`src/rtl/module_input_deco_gray_qual.sv`:
```
// Gray-code input qualifier for front-panel switches and encoders.
// The asynchronous Gray input is synchronised and sampled on a programmable
// refresh tick. A new code is accepted after STABLE_SAMPLES consecutive equal
// samples. The accepted code is converted to binary, and each change is
// classified as a step up, a step down or a step error.
//
// Ports:
//   clk_i        system clock
//   rst_i        asynchronous, active-low reset
//   gray_code_i  asynchronous Gray-coded input, WIDTH bits
//   bin_code_o   registered binary value of the accepted code
//   code_valid_o one-cycle pulse when bin_code_o takes a new value
//   dir_up_o     one-cycle pulse: new = old + 1 (mod 2^WIDTH)
//   dir_down_o   one-cycle pulse: new = old - 1 (mod 2^WIDTH)
//   step_err_o   one-cycle pulse: any other change
//
// state   | meaning
// --------+------------------------------------------------------------
// STABLE  | accepted code matches the input, waiting for a differing sample
// QUALIFY | counting consecutive equal samples of the candidate code
// COMMIT  | one cycle: candidate becomes the accepted code, pulses issued
module module_input_deco_gray_qual #(
  parameter int WIDTH          = 4,
  parameter int INPUT_REFRESH  = 2700000,
  parameter int STABLE_SAMPLES = 3,
  parameter int SYNC_STAGES    = 2
) (
  input  logic             clk_i,
  input  logic             rst_i,
  input  logic [WIDTH-1:0] gray_code_i,
  output logic [WIDTH-1:0] bin_code_o,
  output logic             code_valid_o,
  output logic             dir_up_o,
  output logic             dir_down_o,
  output logic             step_err_o
);

  localparam int RW = $clog2(INPUT_REFRESH);
  localparam int CW = $clog2(STABLE_SAMPLES + 1);
  localparam logic [RW-1:0] REFRESH_LOAD = RW'(INPUT_REFRESH - 1);
  localparam logic [CW-1:0] CNT_TARGET   = CW'(STABLE_SAMPLES);

  localparam logic [1:0] ST_STABLE  = 2'd0;
  localparam logic [1:0] ST_QUALIFY = 2'd1;
  localparam logic [1:0] ST_COMMIT  = 2'd2;
  // With a single required sample, the first differing sample commits directly.
  localparam logic [1:0] ST_AFTER_FIRST = (STABLE_SAMPLES == 1) ? ST_COMMIT : ST_QUALIFY;

  function automatic logic [WIDTH-1:0] gray2bin(input logic [WIDTH-1:0] g);
    logic [WIDTH-1:0] b;
    b[WIDTH-1] = g[WIDTH-1];
    for (int i = WIDTH - 2; i >= 0; i--) begin
      b[i] = b[i+1] ^ g[i];
    end
    return b;
  endfunction

  logic [WIDTH-1:0] sync_q [SYNC_STAGES];
  logic [WIDTH-1:0] sync_d [SYNC_STAGES];
  logic [RW-1:0]    refresh_q, refresh_d;
  logic             tick_q, tick_d;
  logic [1:0]       state_q, state_d;
  logic [WIDTH-1:0] cand_q, cand_d;
  logic [WIDTH-1:0] acc_q, acc_d;
  logic [CW-1:0]    cnt_q, cnt_d;
  logic             first_q, first_d;
  logic [WIDTH-1:0] bin_q, bin_d;
  logic             valid_q, valid_d;
  logic             up_q, up_d;
  logic             dn_q, dn_d;
  logic             err_q, err_d;

  logic [WIDTH-1:0] sample;
  logic [WIDTH-1:0] new_bin;
  logic [WIDTH-1:0] delta;
  logic [CW-1:0]    cnt_inc;

  always_comb begin
    sync_d[0] = gray_code_i;
    for (int i = 1; i < SYNC_STAGES; i++) begin
      sync_d[i] = sync_q[i-1];
    end
  end

  assign sample = sync_q[SYNC_STAGES-1];

  always_comb begin
    tick_d    = (refresh_q == '0);
    refresh_d = tick_d ? REFRESH_LOAD : refresh_q - 1'b1;
  end

  assign new_bin = gray2bin(cand_q);
  assign delta   = new_bin - bin_q;
  assign cnt_inc = cnt_q + CW'(1);

  always_comb begin
    state_d = state_q;
    cand_d  = cand_q;
    cnt_d   = cnt_q;
    acc_d   = acc_q;
    first_d = first_q;
    bin_d   = bin_q;
    valid_d = 1'b0;
    up_d    = 1'b0;
    dn_d    = 1'b0;
    err_d   = 1'b0;
    case (state_q)
      ST_STABLE: begin
        if (tick_q && (sample != acc_q)) begin
          cand_d  = sample;
          cnt_d   = CW'(1);
          state_d = ST_AFTER_FIRST;
        end
      end
      ST_QUALIFY: begin
        if (tick_q) begin
          if (sample == cand_q) begin
            cnt_d = cnt_inc;
            if (cnt_inc == CNT_TARGET) begin
              state_d = ST_COMMIT;
            end
          end else if (sample == acc_q) begin
            state_d = ST_STABLE;
          end else begin
            cand_d = sample;
            cnt_d  = CW'(1);
          end
        end
      end
      ST_COMMIT: begin
        acc_d   = cand_q;
        bin_d   = new_bin;
        valid_d = 1'b1;
        // The first accepted code after reset has no meaningful predecessor.
        if (first_q) begin
          if (delta == WIDTH'(1)) begin
            up_d = 1'b1;
          end else if (delta == {WIDTH{1'b1}}) begin
            dn_d = 1'b1;
          end else begin
            err_d = 1'b1;
          end
        end
        first_d = 1'b1;
        state_d = ST_STABLE;
      end
      default: state_d = ST_STABLE;
    endcase
  end

  always_ff @(posedge clk_i or negedge rst_i) begin
    if (!rst_i) begin
      for (int i = 0; i < SYNC_STAGES; i++) begin
        sync_q[i] <= '0;
      end
      refresh_q <= REFRESH_LOAD;
      tick_q    <= 1'b0;
      state_q   <= ST_STABLE;
      cand_q    <= '0;
      acc_q     <= '0;
      cnt_q     <= '0;
      first_q   <= 1'b0;
      bin_q     <= '0;
      valid_q   <= 1'b0;
      up_q      <= 1'b0;
      dn_q      <= 1'b0;
      err_q     <= 1'b0;
    end else begin
      for (int i = 0; i < SYNC_STAGES; i++) begin
        sync_q[i] <= sync_d[i];
      end
      refresh_q <= refresh_d;
      tick_q    <= tick_d;
      state_q   <= state_d;
      cand_q    <= cand_d;
      acc_q     <= acc_d;
      cnt_q     <= cnt_d;
      first_q   <= first_d;
      bin_q     <= bin_d;
      valid_q   <= valid_d;
      up_q      <= up_d;
      dn_q      <= dn_d;
      err_q     <= err_d;
    end
  end

  assign bin_code_o   = bin_q;
  assign code_valid_o = valid_q;
  assign dir_up_o     = up_q;
  assign dir_down_o   = dn_q;
  assign step_err_o   = err_q;

endmodule

```
`config.mk`:
```
export PLATFORM = sky130hd
export DESIGN_NAME = module_input_deco_gray_qual
export DESIGN_NICKNAME = d
export VERILOG_FILES = /design/src/rtl/module_input_deco_gray_qual.sv
export SDC_FILE = /design/constraint.sdc
export NUM_CORES = 1
export LEC_CHECK = 0
export ABC_AREA = 1
export BUFFER_PORTS_ARGS = -buffer_cell sky130_fd_sc_hd__clkbuf_2
export CAP_MARGIN = 20
export CORE_ASPECT_RATIO = 0.7
export CORE_MARGIN = 4
export CORE_UTILIZATION = 35
export CTS_CLUSTER_DIAMETER = 80
export CTS_CLUSTER_SIZE = 28
export DETAILED_ROUTE_END_ITERATION = 8
export HOLD_SLACK_MARGIN = 0.15
export PLACE_DENSITY_LB_ADDON = 0.08
export SLEW_MARGIN = 15
export SYNTH_ARGS = -nofsm -noshare
export SYNTH_HDL_FRONTEND = slang
export SYNTH_SLANG_ARGS = --single-unit
```
`constraint.sdc`:
```
create_clock -name clk_i -period 2.3 [get_ports clk_i]
set_input_delay 0 -clock clk_i [delete_from_list [all_inputs] [get_ports clk_i]]
set_output_delay 0 -clock clk_i [all_outputs]
set_load 0.02 [all_outputs]
```
==> impl_metrics.yaml, run 1 <==
sta:
  timing.final.hold_violations: 0
  rsz0062_at_grt: "yes"
  skew_ns: 0.006991
  fmax_mhz: 466.4
  fin_crit_ns: 2.144
  slew_violations: 0
  relSlewSlack_pct: 60.52
  setup_viol: 0
  worst_slew_pin_slew_ns: 0.5901
  post-route-period-util_pct: 93.23
global_routing:
  grt_pass1_wl_um: 9639
  overflow: 0
  first_global_vias: 1944
  grt_max_degree: 19
  grt_use_total_pct: 13.44
  grt_antenna_before_repair: 0
flow_run:
  drv_cap: 0
final_layout:
  final_layout_size_suffix_gt1_share_pct: 20.51
  antenna_cells: 0
  multi_input_area_mm2: 0.001169
  post-route-util_pct: 41.62
  n_fill_cell: 774
  fin_nets: 368
  ff_latch_area_mm2: 0.001292
  area_growth_syn_to_layout_pct: 15.13
  design_area_mm2: 0.003047
die:
  coreArea_mm2: 0.007320
  start_util_pct: 36.15
  die_width_um: 111.9
  io-pin-count: 14
  rows: 26
  dieHeight_um: 80.75
  fp.dieArea_mm2: 0.009038
route:
  route.detailed.drc: 0
  drt_pass1_iterations: 4
  vias_per_cell: 4.414
  first_iter_violations: 95
  dr_total_vias: 2004
  wl_um: 5480
  detail-route-antenna-nets: 0
  wl_per_cell_um: 12.07
cts:
  cts.reportedPaths.clkPinSlew_ns: 0.09
  clk_latency_ns: 0.30
  h-tree-depth: 2
  cts.sink_count: 51
  cts_tree: "yes"
  cts.path.max_buffers: 2
  cts-root-buf: "clkbuf_8"
  cts_buffers: 5
critical_path:
  startpoint_type: "register"
  crit_chain: "inv_2 -> nand2_1 -> nand2_2 -> nand2_2 -> nand2_2 -> xor2_1 -> inv_1 -> ha_2 -> fa_2 -> xor2_2 -> nor3_2 -> nand2_1 -> nand2_1 -> nor2_1"
  cp_max_fo: 3
  startpoint: "cand_q[3]$_DFFE_PN0P_"
  required_ns: 2.50
  cp.arrival_ns: 2.34
  reg2reg_from: "cand_q[3]$_DFFE_PN0P_"
  cp_slowest_stage_delay_ns: 0.42
  cp_slowest_cell: "dfrtp_1"
  endpoint_kind: "register"
  critPathKind: "reg2reg"
synth:
  syn-instance-count: 325
  synth_nets: 338
  synth-seq-cells: 51
  ys_warn_count: 0
  seq_area_frac_synth_pct: 48.84
  synth_area_mm2: 0.002646
  synth.avg_cell_area_um2: 8.142
  synth.distinct_cells: 29
pwr:
  vdd_drop_max_uv: 217.5
  leakage_nw: 1.517
  powerDensity_mw_per_mm2: 529.4
place:
  placed_area_mm2: 0.002849
  gp_congestion: 0.8110
  portBuffers: 13
  dp_hpwl_um: 4140
worst_hold_path:
  hold_class: "in2async"
run_status:
  status: "finished clean"
-- worst max-delay path, delay by kind of cell (launching register included) --
kind,cells,cell delay (ns)
flops,1,0.42
simple gates,8,0.63
buf+inv,2,0.14
xor+xnor,2,0.32
fa+ha+maj,2,0.53
-- metal layers --
layer | vias up | wire (um) | track usage [%]
met1 | 904 | 3217 | 21.44
li1 | 1075 | - | -
met4 | 0 | 35 | 3.601
met3 | 4 | 201 | 3.351
met5 | - | 0 | 0
met2 | 21 | 2026 | 17.58
-- placed cells by master, fill, tap and decap left out --
cell type      Yosys  layout
nand3_2            3       3
clkbuf_1           1       1
inv_1             47      45
nor2_4             3       3
ha_2               0       1
xor2_1             6       5
dfstp_2           13      13
ha_1               6       5
buf_4              1       8
nand3b_2           2       2
nor2_2             5       5
clkbuf_2           0      13
nand3b_1           2       2
a21oi_1            7       7
xnor2_1            2       2
nand2_1           86      83
inv_2              3       5
o21ai_0           11      11
dfrtp_1           38      38
xor2_2             0       1
or2_1              1       1
nor3_4             2       2
clkbuf_8           0       7
nor2_1            36      36
nor3_2             0       1
nand4_1            8       8
nor3b_1            1       1
dlygate4sd3_1      0       5
nand2_2            4       7
nand3_1           21      21
or2_2              1       1
fa_2               0       1
nor3_1             7       6
o21ai_1            6       6
-- timing repair --
| item | in CTS | in global routing |
|---|---|---|
| setup endpoints to repair | 0 | 3 |
| hold endpoints to repair | 42 | 0 |
| hold buffers | 5 | 0 |
| gates resized for setup | 0 | 9 |
| buffers inserted | 0 | 3 |
-- worst paths after layout --
path	to	slack, ns	depth (start not counted)
max	step_err_o$_DFF_PN0_	0.16	14
min	acc_q[3]$_DFFE_PN0P_	0.17	2
max reg2reg	step_err_o$_DFF_PN0_	0.16	14
min reg2reg	sample[2]$_DFF_PN0_	0.35	0
max in group asynchronous	refresh_q[13]$_DFF_PN1_	1.46	3
min in group clk_i	sync_d[0]$_DFF_PN0_	0.34	2
-- power by group --
group          switching, mW  internal (mW)
clock                  0.297          0.275
sequential           0.00998          0.909
combinational         0.0726         0.0486
-- metrics by stage --
| stage | power, mW | hold WS (ns) | worst slack [ns] | setup TNS (ns) | cells |
|---|---|---|---|---|---|
| floorplan | 0.9934 | -0.2956 | 0.1805 | 0 | 325 |
| global placement | 1.040 | -0.03358 | 0.1173 | 0 | 438 |
| detailed placement | 1.041 | -0.02773 | 0.05068 | 0 | 438 |
| CTS | 1.624 | 0.1888 | 0.04044 | 0 | 451 |
| global route | 1.697 | 0.1927 | -0.04129 | -0.04129 | 454 |
| finish | 1.613 | 0.1707 | 0.1557 | 0 | 454 |
-- area by class of cell --
type | count | area share [%]
inverters | 50 | 6.160
multi-input cells | 221 | 38.36
clock buffers | 8 | 3.285
well taps | 98 | 4.025
flip-flops and latches | 51 | 42.42
repair buffers | 26 | 5.749
-- logic make-up after synthesis --
logic type,Yosys count,synth area share (%)
AO/OA/AOI/OAI,24,4.539
AND/OR/NAND/NOR,182,32.43
flip-flops,51,48.84
buffers and inverters,53,7.943
XOR/XNOR,8,2.648
adder cells (fa/ha/maj),7,3.593
-- Yosys cell counts (all sizes together) --
| cell | instances | area, um2 |
|---|---|---|
| xor2 | 6 | 52.55 |
| buf | 2 | 18.77 |
| nor3 | 9 | 67.56 |
| fa | 1 | 20.02 |
| dfstp | 13 | 341.6 |
| inv | 50 | 187.7 |
| dfrtp | 38 | 950.9 |
| xnor2 | 2 | 17.52 |
| clkbuf | 1 | 3.750 |
| or2 | 2 | 12.52 |
| ha | 6 | 75.07 |
| nand4 | 8 | 50.05 |
| a21oi | 7 | 35.03 |
| nand2 | 90 | 347.8 |
| nand3b | 4 | 37.53 |
| o21ai | 17 | 85.08 |
| nor3b | 1 | 7.510 |
| nor2 | 44 | 200.2 |
| nand3 | 24 | 135.1 |
-- state kept, by name, indices dropped and copies added, names as in the netlist --
| register | flops |
|---|---|
| bin_code_o | 3 |
| cnt_q | 2 |
| step_err_o | 1 |
| dir_down_o | 1 |
| cand_q | 4 |
| state_q | 2 |
| sample | 4 |
| dir_up_o | 1 |
| tick_q | 1 |
| sync_d | 4 |
| first_q | 1 |
| acc_q | 4 |
| code_valid_o | 1 |
| refresh_q | 22 |
(Power assumes the default switching activity.)
==> run 2, diff against run 1 <==
CORE_ASPECT_RATIO = 1.75   (was 0.7)
GPL_TIMING_DRIVEN = 0   (was default)
==> impl_metrics.yaml, run 2 (synthesized netlist as in run 1, its figures left out) <==
cts:
  cts-root-buf: "clkbuf_16"
  h-tree-depth: 2
  cts.reportedPaths.clkPinSlew_ns: 0.07
  cts.path.max_buffers: 2
  cts_tree: "yes"
  cts_buffers: 5
  cts.sink_count: 51
  clk_latency_ns: 0.29
critical_path:
  endpoint_kind: "register"
  cp_slowest_cell: "dfrtp_1"
  critPathBufInv: 2
  cp_slowest_stage_delay_ns: 0.41
  crit_chain: "inv_2 -> nand2_1 -> nand2_2 -> nand2_2 -> nand2_2 -> xor2_1 -> inv_1 -> ha_2 -> fa_2 -> xor2_2 -> nor3_2 -> nand2_1 -> nand2_1 -> nor2_1"
  cp_max_fo: 3
  required_ns: 2.48
  cp.arrival_ns: 2.32
  critPathKind: "reg2reg"
  critical-path-top-delay-family: "simple AND/OR/NAND/NOR gates"
  startpoint_type: "register"
global_routing:
  first_global_vias: 2123
  grt_max_degree: 52
  grt_antenna_before_repair: 0
  grt_use_total_pct: 14.06
  overflow: 0
  grt_pass1_wl_um: 9508
pwr:
  vdd_drop_max_uv: 291.3
  powerDensity_mw_per_mm2: 599.6
  leakage_nw: 1.561
final_layout:
  design_area_mm2: 0.003132
  final_cell_mix: "83 x nand2_1, 45 x inv_1, 38 x dfrtp_1, 36 x nor2_1, 21 x nand3_1"
  top_register: "refresh_q"
  antenna_cells: 0
  fin_nets: 372
  largest_reg_flops: 22
  final_common_cell: "nand2_1"
  final_layout_size_suffix_gt1_share_pct: 21.11
  post-route-util_pct: 42.99
  n_fill_cell: 753
  area_growth_syn_to_layout_pct: 18.35
sta:
  setup_viol: 0
  slew_violations: 0
  fmax_mhz: 467.1
  post-route-period-util_pct: 93.08
  relSlewSlack_pct: 51.94
  fin_crit_ns: 2.141
  rsz0062_at_grt: "yes"
  fin_tns_setup_ns: 0
  holdWs_ns: 0.3176
  setup_ws_ns: 0.1592
  worst_slew_pin_slew_ns: 0.7208
  skew_ns: 0.003053
  timing.final.hold_violations: 0
flow_run:
  drv_cap: 0
run_status:
  status: "finished clean"
die:
  start_util_pct: 36.33
  io-pin-count: 14
  dieHeight_um: 123.0
  die_width_um: 73.73
  fp.dieArea_mm2: 0.009071
  rows: 41
  coreArea_mm2: 0.007284
route:
  vias_per_cell: 4.646
  wl_per_cell_um: 12.34
  wl_um: 5505
  detail-route-antenna-nets: 0
  dr_total_vias: 2072
  drt_pass1_iterations: 4
  first_iter_violations: 63
  route.detailed.drc: 0
place:
  dp_hpwl_um: 4062
  gp_congestion: 0.7744
  placed_area_mm2: 0.002821
  portBuffers: 13
  post-place-ws_ns: -0.05277
worst_hold_path:
  hold_class: "in2async"
[run 2: cell types whose count changed in the layout (fill, tap and decap cells not counted)]
cell / delta
clkbuf_8: -7
clkbuf_16: +5
buf_4: +2
clkbuf_1: +2
buf_6: +1
bufinv_16: +1
clkbuf_2: -1
clkbuf_4: +1
nor3_1: -1
nor3_2: +1
[run 2: layout make-up]
type | instances | area [um2] | share of cell area (%)
plain buffers | 3 | 22.52 | 0.7191
clock buffers | 7 | 132.6 | 4.235
clock inverters | 1 | 30.03 | 0.9589
inverters | 50 | 187.7 | 5.993
multi-input cells | 221 | 1174 | 37.48
flip-flops and latches | 51 | 1292 | 41.27
well taps | 86 | 107.6 | 3.436
repair buffers | 27 | 185.2 | 5.913
[run 2: final timing paths]
kind | startpoint | endpoint | slack (ns) | cells after the start
setup / recovery | cand_q[2]$_DFFE_PN0P_ | step_err_o$_DFF_PN0_ | 0.16 | 14
hold / removal | rst_i | acc_q[2]$_DFFE_PN0P_ | 0.32 | 2
setup reg to reg | cand_q[2]$_DFFE_PN0P_ | step_err_o$_DFF_PN0_ | 0.16 | 14
hold reg to reg | sync_d[3]$_DFF_PN0_ | sample[3]$_DFF_PN0_ | 0.35 | 0
max in group asynchronous | rst_i | refresh_q[17]$_DFF_PN0_ | 1.49 | 2
min in group clk_i | sync_d[3]$_DFF_PN0_ | sample[3]$_DFF_PN0_ | 0.35 | 0
[run 2: per-stage QoR]
| stage | power (mW) | std cells |
|---|---|---|
| global placement | 1.033 | 424 |
| finish | 1.878 | 446 |
| global route | 1.977 | 446 |
| CTS | 1.908 | 441 |
| detailed placement | 1.035 | 424 |
| floorplan | 0.9934 | 325 |
[run 2: repair_timing]
action / 4_1_cts / 5_1_grt
endpoints found under the setup margin: 3 / 3
endpoints found under the hold margin: 42 / 0
gates resized for setup: 2 / 8
hold buffers: 5 / 0
setup buffers: 4 / 5
pin swaps: 2 / 6
[run 2: metal layers]
metal	up-vias	GRT usage, %	wire (um)
met3	8	3.092	134
met5	-	0	0
met1	957	13.48	2086
li1	1090	-	-
met4	0	6.463	150
met2	17	27.17	3133
[run 2: power by group]
part	total, mW	leakage, nW	internal [mW]	switching, mW
Combinational	0.126	0.858	0.0528	0.0729
Sequential	0.920	0.625	0.910	0.0101
Clock	0.832	0.0781	0.515	0.317
==> run 3, diff against run 2 <==
ABC_AREA = default   (was 1)
SLEW_MARGIN = default   (was 15)
clock period = 2.65 ns   (was 2.3 ns; I/O delays follow)
==> impl_metrics.yaml, run 3 <==
run_status:
  status: "finished clean"
critical_path:
  startpoint_type: "register"
  cp_slowest_cell: "dfrtp_1"
  critPathKind: "reg2reg"
  critPathBufInv: 0
  cp_slowest_stage_delay_ns: 0.44
  critical-path-top-delay-family: "XOR/XNOR gates"
  cpMostUsedCell: "xor2_2"
  cp_max_fo: 4
  required_ns: 2.83
  cp.arrival_ns: 2.61
  endpoint_kind: "register"
  crit_chain: "xor2_2 -> xnor2_2 -> xor2_1 -> ha_1 -> fa_1 -> xor2_2 -> nand3b_1 -> a21oi_1 -> a2111oi_2"
final_layout:
  multi_input_area_mm2: 0.001092
  area_growth_syn_to_layout_pct: 18.24
  stdcell_count: 333
  final_common_cell: "dfrtp_1"
  n_fill_cell: 636
  fin_nets: 263
  largest_reg_flops: 22
  antenna_cells: 0
  final_layout_size_suffix_gt1_share_pct: 23.90
  ff_latch_area_mm2: 0.001294
  final_cell_mix: "37 x dfrtp_1, 33 x nand2_1, 14 x inv_1, 13 x clkbuf_2, 13 x dfstp_2"
  top_register: "refresh_q"
sta:
  slew_violations: 0
  relSlewSlack_pct: 38.60
  fin_crit_ns: 2.435
  post-route-period-util_pct: 91.88
  fmax_mhz: 410.7
  rsz0062_at_grt: "no"
  skew_ns: 0.007240
  worst_slew_pin_slew_ns: 0.9081
  timing.final.hold_violations: 0
  setup_viol: 0
  holdWs_ns: 0.1854
cts:
  h-tree-depth: 2
  cts.sink_count: 51
  cts.reportedPaths.clkPinSlew_ns: 0.07
  clk_latency_ns: 0.30
  cts-root-buf: "clkbuf_16"
  cts_tree: "yes"
  cts_buffers: 5
  cts.path.max_buffers: 2
route:
  detail-route-antenna-nets: 0
  route.detailed.drc: 0
  dr_total_vias: 1665
  vias_per_cell: 5.000
  wl_um: 4844
  drt_pass1_iterations: 4
  wl_per_cell_um: 14.55
  first_iter_violations: 59
die:
  coreArea_mm2: 0.006636
  dieHeight_um: 118.2
  io-pin-count: 14
  start_util_pct: 36.60
  die_width_um: 70.97
  rows: 39
  fp.dieArea_mm2: 0.008388
pwr:
  vdd_drop_max_uv: 362.0
  powerDensity_mw_per_mm2: 557.1
  leakage_nw: 1.261
place:
  gp_congestion: 0.7449
  portBuffers: 13
  dp_hpwl_um: 3492
  dpl.cell_count: 318
worst_hold_path:
  hold_class: "in2async"
synth:
  synth_edf_count: 0
  synth-main-ff-cell: "dfrtp_1"
  synth_top_area_cell: "dfrtp_1"
  synth_nets: 235
  synth.distinct_cells: 44
  synth_area_mm2: 0.002429
  synth-seq-cells: 51
  syn-instance-count: 222
  synth.avg_cell_area_um2: 10.94
  synth_top_area_share_pct: 39.16
  synthTopCellsByCount: "38 x dfrtp_1, 33 x nand2_1, 14 x inv_1"
  ys_warn_count: 0
  synth-async-reset-ratio_pct: 100.0
  synth_area_leaders: "dfrtp_1 39%, dfstp_2 14%, nand2_1 5.1%"
  seq_area_frac_synth_pct: 53.22
  yosysMostFrequentCell: "dfrtp_1"
flow_run:
  drv_cap: 0
global_routing:
  overflow: 0
  first_global_vias: 1771
  grt_antenna_before_repair: 0
  grt_max_degree: 35
  grt_use_total_pct: 13.38
  grt_pass1_wl_um: 8818
-- run 3: changes by cell type in the layout (fill, tap and decap cells not counted), moves of 5 or more --
| cell | previous run | this run |
|---|---|---|
| xnor2_1 | 2 | 12 |
| o21ai_0 | 11 | 6 |
| inv_1 | 45 | 14 |
| nand2_1 | 83 | 33 |
| nand2_2 | 7 | 1 |
| o21ai_1 | 6 | 0 |
| nor2_1 | 36 | 12 |
| nand3_1 | 21 | 8 |
| nor2_2 | 5 | 0 |
| buf_4 | 10 | 3 |
| mux2_2 | 0 | 5 |
-- run 3: final timing paths --
kind                                        from                 endpoint  slack (ns)  depth (start not counted)
min in group clk_i           sync_d[2]$_DFF_PN0_      sample[2]$_DFF_PN0_        0.35                          0
min                                        rst_i     acc_q[3]$_DFFE_PN0P_        0.19                          2
max reg2reg                cand_q[2]$_DFFE_PN0P_     step_err_o$_DFF_PN0_        0.22                          9
max in group asynchronous                  rst_i  refresh_q[16]$_DFF_PN1_        1.85                          3
max                        cand_q[2]$_DFFE_PN0P_     step_err_o$_DFF_PN0_        0.22                          9
min reg2reg                  sync_d[2]$_DFF_PN0_      sample[2]$_DFF_PN0_        0.35                          0
-- run 3: power breakdown --
group / internal (mW) / total [mW] / switching (mW)
sequential: 0.790 / 0.802 / 0.0114
clock: 0.402 / 0.687 / 0.285
combinational: 0.0507 / 0.111 / 0.0604
total: 1.24 / 1.60 / 0.357
-- run 3: final cells by class --
type,instances,share of cell area [%]
flip-flops and latches,51,45.05
multi-input cells,153,38.04
clock buffers,7,5.316
repair buffers,21,5.229
well taps,82,3.573
inverters,15,1.961
plain buffers,3,0.5664
clock inverters,1,0.2614
-- run 3: cells by family (layout without fill, tap and decap cells) --
| family | after synthesis | after routing | share of synthesized area (%) |
|---|---|---|---|
| buf+inv | 18 | 47 | 2.988 |
| compound gates | 26 | 26 | 7.059 |
| simple gates | 89 | 89 | 20.97 |
| mux | 8 | 8 | 3.555 |
| xor+xnor | 23 | 23 | 8.295 |
| fa+ha+maj | 7 | 7 | 3.915 |
| flops | 51 | 51 | 53.22 |
-- run 3: through the flow --
stage	setup slack (ns)	setup TNS, ns	power (mW)	util [%]	instance area (um2)
3_3_place_gp	-0.1894	-0.1894	0.9064	39.12	2596
4_1_cts	0.01152	0	1.623	42.95	2850
2_1_floorplan	0.2281	0	0.8702	-	2429
6_report	0.2153	0	1.600	43.27	2872
3_5_place_dp	-0.2248	-0.2248	0.9101	39.42	2616
5_1_grt	0.05137	0	1.680	43.27	2872
-- run 3: routing by layer --
metal | GRT usage [%] | wire length, um | vias up
met1 | 13.86 | 1824 | 816
met5 | 0 | 0 | -
li1 | - | - | 823
met4 | 7.059 | 124 | 0
met3 | 2.039 | 122 | 8
met2 | 25.00 | 2772 | 18
-- run 3: repair_timing --
action / CTS / global route
buffers inserted: 0 / 2
resized for setup: 4 / 2
pin swaps: 0 / 2
hold endpoints to repair: 44 / 0
endpoints found under the setup margin: 1 / 1
hold buffers: 5 / 0
